<file path="src/rtl/system_0_sysid_arbiter.sv">
// system_0_sysid_arbiter
//
// Shares the single-word-select system-ID Avalon-MM slave between two
// read-only masters. After reset an optional self-check reads the ID word
// and the build-timestamp word and compares them with the expected values.
// Both masters stall until that check is finished.
//
// Ports
//   clock, reset_n            system clock, asynchronous active-low reset
//   m0_* / m1_*               Avalon-MM read-only slave ports for master 0 / 1
//     mX_address              word select (0 = ID, 1 = timestamp)
//     mX_read                 read request
//     mX_waitrequest          stall, combinational
//     mX_readdata             registered read data, held until next capture
//     mX_readdatavalid        one-cycle pulse when mX_readdata is fresh
//   sysid_address             registered word select to the sysid slave
//   sysid_readdata            combinational data from the sysid slave
//   boot_done                 self-check finished (or skipped)
//   id_ok / id_mismatch       self-check result, held until reset

module system_0_sysid_arbiter #(
  parameter logic [31:0] EXPECTED_ID        = 32'd0,
  parameter logic [31:0] EXPECTED_TIMESTAMP = 32'h5D2F8C3C,
  parameter bit          BOOT_CHECK         = 1'b1
) (
  input  logic        clock,
  input  logic        reset_n,

  input  logic        m0_address,
  input  logic        m0_read,
  output logic        m0_waitrequest,
  output logic [31:0] m0_readdata,
  output logic        m0_readdatavalid,

  input  logic        m1_address,
  input  logic        m1_read,
  output logic        m1_waitrequest,
  output logic [31:0] m1_readdata,
  output logic        m1_readdatavalid,

  output logic        sysid_address,
  input  logic [31:0] sysid_readdata,

  output logic        boot_done,
  output logic        id_ok,
  output logic        id_mismatch
);

  typedef enum logic [1:0] {
    StBootA0,
    StBootA1,
    StIdle,
    StRead
  } state_e;

  localparam state_e ResetState = BOOT_CHECK ? StBootA0 : StIdle;

  state_e      state_q, state_d;
  logic        sysid_address_q, sysid_address_d;
  logic        owner_q, owner_d;
  logic        last_grant_q, last_grant_d;
  logic        id0_match_q, id0_match_d;
  logic [31:0] m0_readdata_q, m0_readdata_d;
  logic [31:0] m1_readdata_q, m1_readdata_d;
  logic        m0_rdv_q, m0_rdv_d;
  logic        m1_rdv_q, m1_rdv_d;
  logic        boot_done_q, boot_done_d;
  logic        id_ok_q, id_ok_d;
  logic        id_mismatch_q, id_mismatch_d;

  logic        grant_valid;
  logic        grant;
  logic        ts_match;

  // Arbitration is only live in IDLE; on contention the master that did not
  // win last time gets the slot (last_grant resets to 1 so master 0 goes first).
  always_comb begin
    grant_valid = 1'b0;
    grant       = 1'b0;
    if (state_q == StIdle) begin
      case ({m1_read, m0_read})
        2'b01: begin
          grant_valid = 1'b1;
          grant       = 1'b0;
        end
        2'b10: begin
          grant_valid = 1'b1;
          grant       = 1'b1;
        end
        2'b11: begin
          grant_valid = 1'b1;
          grant       = ~last_grant_q;
        end
        default: begin
          grant_valid = 1'b0;
          grant       = 1'b0;
        end
      endcase
    end
  end

  assign m0_waitrequest = ~(grant_valid & ~grant);
  assign m1_waitrequest = ~(grant_valid & grant);

  assign ts_match = (sysid_readdata == EXPECTED_TIMESTAMP);

  always_comb begin
    state_d         = state_q;
    sysid_address_d = sysid_address_q;
    owner_d         = owner_q;
    last_grant_d    = last_grant_q;
    id0_match_d     = id0_match_q;
    m0_readdata_d   = m0_readdata_q;
    m1_readdata_d   = m1_readdata_q;
    m0_rdv_d        = 1'b0;
    m1_rdv_d        = 1'b0;
    boot_done_d     = boot_done_q;
    id_ok_d         = id_ok_q;
    id_mismatch_d   = id_mismatch_q;

    case (state_q)
      StBootA0: begin
        id0_match_d     = (sysid_readdata == EXPECTED_ID);
        sysid_address_d = 1'b1;
        state_d         = StBootA1;
      end
      StBootA1: begin
        id_ok_d       = id0_match_q & ts_match;
        id_mismatch_d = ~(id0_match_q & ts_match);
        boot_done_d   = 1'b1;
        state_d       = StIdle;
      end
      StIdle: begin
        if (grant_valid) begin
          sysid_address_d = grant ? m1_address : m0_address;
          owner_d         = grant;
          last_grant_d    = grant;
          state_d         = StRead;
        end
      end
      StRead: begin
        // Slave data is combinational, so the address registered at accept
        // has had the whole READ cycle to settle.
        if (owner_q) begin
          m1_readdata_d = sysid_readdata;
          m1_rdv_d      = 1'b1;
        end else begin
          m0_readdata_d = sysid_readdata;
          m0_rdv_d      = 1'b1;
        end
        state_d = StIdle;
      end
      default: begin
        state_d = ResetState;
      end
    endcase
  end

  always_ff @(posedge clock or negedge reset_n) begin
    if (!reset_n) begin
      state_q         <= ResetState;
      sysid_address_q <= 1'b0;
      owner_q         <= 1'b0;
      last_grant_q    <= 1'b1;
      id0_match_q     <= 1'b0;
      m0_readdata_q   <= 32'd0;
      m1_readdata_q   <= 32'd0;
      m0_rdv_q        <= 1'b0;
      m1_rdv_q        <= 1'b0;
      boot_done_q     <= ~BOOT_CHECK;
      id_ok_q         <= 1'b0;
      id_mismatch_q   <= 1'b0;
    end else begin
      state_q         <= state_d;
      sysid_address_q <= sysid_address_d;
      owner_q         <= owner_d;
      last_grant_q    <= last_grant_d;
      id0_match_q     <= id0_match_d;
      m0_readdata_q   <= m0_readdata_d;
      m1_readdata_q   <= m1_readdata_d;
      m0_rdv_q        <= m0_rdv_d;
      m1_rdv_q        <= m1_rdv_d;
      boot_done_q     <= boot_done_d;
      id_ok_q         <= id_ok_d;
      id_mismatch_q   <= id_mismatch_d;
    end
  end

  assign sysid_address    = sysid_address_q;
  assign m0_readdata      = m0_readdata_q;
  assign m1_readdata      = m1_readdata_q;
  assign m0_readdatavalid = m0_rdv_q;
  assign m1_readdatavalid = m1_rdv_q;
  assign boot_done        = boot_done_q;
  assign id_ok            = id_ok_q;
  assign id_mismatch      = id_mismatch_q;

endmodule

</file>
<file path="config.mk">
export PLATFORM = sky130hd
export DESIGN_NAME = system_0_sysid_arbiter
export DESIGN_NICKNAME = d
export VERILOG_FILES = /design/src/rtl/system_0_sysid_arbiter.sv
export SDC_FILE = /design/constraint.sdc
export NUM_CORES = 1
export LEC_CHECK = 0
export ABC_CLOCK_PERIOD_IN_PS = 1400
export CAP_MARGIN = 20
export CORE_MARGIN = 10
export CORE_UTILIZATION = 39
export DETAILED_ROUTE_END_ITERATION = 7
export PLACE_DENSITY = 0.84
export SYNTH_ARGS = -nofsm -noshare
export SYNTH_HDL_FRONTEND = slang
export SYNTH_SLANG_ARGS = --single-unit
</file>
<file path="constraint.sdc">
create_clock -name clock -period 1.4 [get_ports clock]
set_input_delay 0.28 -clock clock [delete_from_list [all_inputs] [get_ports clock]]
set_output_delay 0.28 -clock clock [all_outputs]
set_load 0.05 [all_outputs]
</file>
==> out/metrics.yaml <==
status:
  status: "finished, violations left"
  violations: "negative setup slack"
final_layout:
  final_cell_mix: "78 x buf_12, 74 x dfrtp_1, 43 x buf_4, 40 x nand2_2, 35 x nand2_1"
  n_antenna_cell: 0
  final_layout_size_suffix_gt1_share_pct: 60.6
  nNetsFinal: 472
  final.fill_count: 338
  layout.cells.most_common: "buf_12"
  area_growth_from_synthesis_to_final_layout_pct: 115
  multi_input_area_sq_um: 1460
  finish.utilization_pct: 85.7
  final-seq-area_sq_um: 1880
  fin_cells: 538
worst_setup_path:
  crit-reg2reg-launch: "state_q[0]$_DFFE_PN0P_"
  worstPathRequired_ns: 1.12
  critical_path_arrival_ns: 1.33
  critical-path-slowest-cell: "dfrtp_1"
  worstPathCellList: "nor2b_4 > buf_6 > nand3_4 > buf_12"
  startpoint_type: "flip-flop"
  criticalPathCategory: "flip-flop to output port"
  setup.reg_to_reg.worst_slack_ns: -0.08
  top_fanout_value_on_the_critical_path: 3
  cpPeakStageDelay_ns: 0.40
  rr_endpoint: "m0_readdata[0]$_DFFE_PN0P_"
  crit_path_end_kind: "output port"
  startpoint: "state_q[1]$_DFFE_PN0P_"
  r2r.worst_path.cells: 7
die:
  floorplan.core_area_sq_um: 7250
  design.die.area_sq_um: 11300
  floorplan.initialDensity_pct: 40.0
  fp.dieW_um: 106
  floorplan.die.height_um: 106
  io_pins: 110
  core.rowCount: 31
synthesis:
  post_synth_inst_count: 257
  ys_top_cells_by_area: "dfrtp_1 64%, nand2_1 13%, mux2_2 12%"
  netlist_area_sq_um: 2900
  ys_ff_latch: 75
  postSynthNetCount: 295
  synth.yosys.warnings: 0
  sequential_share_of_the_synthesized_area_pct: 64.8
  netlist-cell-type-count: 27
  post-synth-top-area-fraction_pct: 63.9
  synthDominantAreaCellType: "dfrtp_1"
  avgSynthCellArea_sq_um: 11.3
global_routing:
  grt_start_max_net_pins: 33
  track_usage_pct: 17.9
  grt_antenna_before_repair: 0
  grt_pass1_vias: 2918
  grt_overflow: 0
  grt_pass1_wl_mm: 15.9
route:
  drtIter0Drc: 126
  via_count: 2781
  drt_pass1_iterations: 4
  wl_per_cell_um: 23.2
  route.detailed.vias_per_inst: 5.17
  finalWirelength_mm: 12.5
  drt.antenna.violating_nets: 0
  drc: 0
power:
  power-per-cell-area_nw_per_um2: 2260
  post-layout-total-power_mw: 14.0
  static-leakage-power_nw: 3.03
  peakVddDrop_v: 0.00145
flow_run:
  max_cap_viol: 0
cts:
  insertion_delay_ns: 0.36
  cts_root_buf: "clkbuf_8"
  tritoncts: "done"
  cts-htree-levels: 3
  worst_setup_hold_path_clk_slew_ns: 0.08
  cts_max_path_buffers: 2
  clock_buffer_count_from_cts: 9
  cts.sinks: 75
sta:
  setup-tns-final_ns: -2.84
  timing_max_transition_violations_final: 0
  period_share_pct: 115
  final.setup_skew_ns: 0.0111
  time_the_final_worst_path_needs_with_i_o_delays_and_setup_ns: 1.61
  rsz0062_at_grt: "true"
  hold_violations: 0
  report.final.setup_viol: 65
  tightest_slew_ns: 0.373
  achievable-frequency_ghz: 0.621
  finalWorstSetupSlack_ns: -0.210
  maxSlewHeadroom_pct: 74.9
min_path:
  timing.hold.worst.class: "input pin to flip-flop"
  whs_endpoint: "m0_readdata[12]$_DFFE_PN0P_"
  min_delay_path_depth: 3
  worstHoldStart: "sysid_readdata[12]"
placed_design:
  hpwl_mm: 7.46
  number_of_input_and_output_port_buffers_inserted: 109
  finalWeightedCongestion: 0.898
  placed_cells_incl_taps: 497
  place_ws_ns: -0.502
per-layer routing:
metal	global-route usage, %	up-vias	part of all wire [%]
met1	19.9	1412	39
met4	5.22	0	2.1
li1	-	1209	-
met5	0	-	0
met3	7.13	27	7.2
met2	31.1	133	51
cell families (layout without fill, tap and decap cells):
logic type	count (synthesis)	count (layout)	synth area share, %
mux	32	32	12.4
buf+inv	12	194	1.68
compound gates	8	8	1.94
flops	75	75	64.8
simple gates	130	130	19.2
report_power, final:
| group | internal (mW) | total [mW] | switching, mW |
|---|---|---|---|
| Clock | 0.871 | 1.71 | 0.841 |
| Sequential | 2.93 | 3.98 | 1.04 |
| Combinational | 4.21 | 8.35 | 4.14 |
state kept, by name (all words and copies together), names as in the netlist:
| register | flops |
|---|---|
| m0_readdata | 32 |
| m1_readdata | 32 |
| state_q | 2 |
| boot_done | 1 |
| id0_match_q | 1 |
| id_mismatch | 1 |
| id_ok | 1 |
| last_grant_q | 1 |
| m0_readdatavalid | 1 |
| m1_readdatavalid | 1 |
| owner_q | 1 |
| sysid_address | 1 |
Yosys cell counts:
| library cell | count |
|---|---|
| dfstp_2 | 1 |
| nor4_1 | 5 |
| buf_1 | 1 |
| o2bb2ai_1 | 1 |
| or2_2 | 1 |
| o21ai_0 | 1 |
| a21oi_1 | 2 |
| a32oi_1 | 1 |
| nand3b_1 | 2 |
| and4_1 | 1 |
| dfrtp_1 | 74 |
| nor2_1 | 3 |
| nor3_1 | 4 |
| buf_2 | 3 |
| nand4_1 | 5 |
| nand2b_1 | 3 |
| mux2_2 | 32 |
| nor2b_1 | 1 |
| a31oi_1 | 1 |
| nand2_1 | 100 |
| or4_1 | 2 |
| a32o_1 | 1 |
| o21a_1 | 1 |
| inv_1 | 3 |
| clkbuf_1 | 5 |
| nand3_1 | 2 |
| and2_1 | 1 |
worst max path at each step:
| stage | endpoint | slack (ns) | cells after the start |
|---|---|---|---|
| 5_1_grt | m0_waitrequest | -0.24 | 3 |
| 6_report | m0_waitrequest | -0.21 | 4 |
| 4_1_cts | m0_waitrequest | -0.19 | 3 |
| 3_3_place_gp | id0_match_q$_DFFE_PN0P_ | -0.46 | 4 |
| 3_5_place_dp | id0_match_q$_DFFE_PN0P_ | -0.50 | 4 |
| 2_1_floorplan | m1_waitrequest | 0.02 | 3 |
per-stage QoR:
stage                     area (sq um)  hold WS [ns]
after floorplan                   2900       -0.0156
after global placement            5160         0.188
after detailed placement          5160         0.181
after CTS                         5500         0.336
after global routing              6220         0.263
final                             6220         0.262
critical path, delay by kind of cell (launching register included):
kind	cells	cell delay (ns)
buffers and inverters	2	0.30
flip-flops	1	0.40
AND/OR/NAND/NOR	2	0.29
final cells by class:
class	count	share of cell area [%]
Timing Repair Buffer	175	40.9
Inverter	3	0.221
Tap cell	99	1.99
Sequential cell	75	30.2
Multi-Input combinational cell	170	23.5
Clock buffer	10	2.21
Clock inverter	6	1.05
timing repair:
action | 4_1_cts | 5_1_grt
pin swaps | 7 | 57
resized for setup | 23 | 137
hold buffers | 1 | 0
gates cloned | 0 | 11
endpoints found under the setup margin | 3 | 69
setup buffers | 8 | 7
hold endpoints to repair | 17 | 0
No activity file was read; power rests on OpenSTA's default activity.
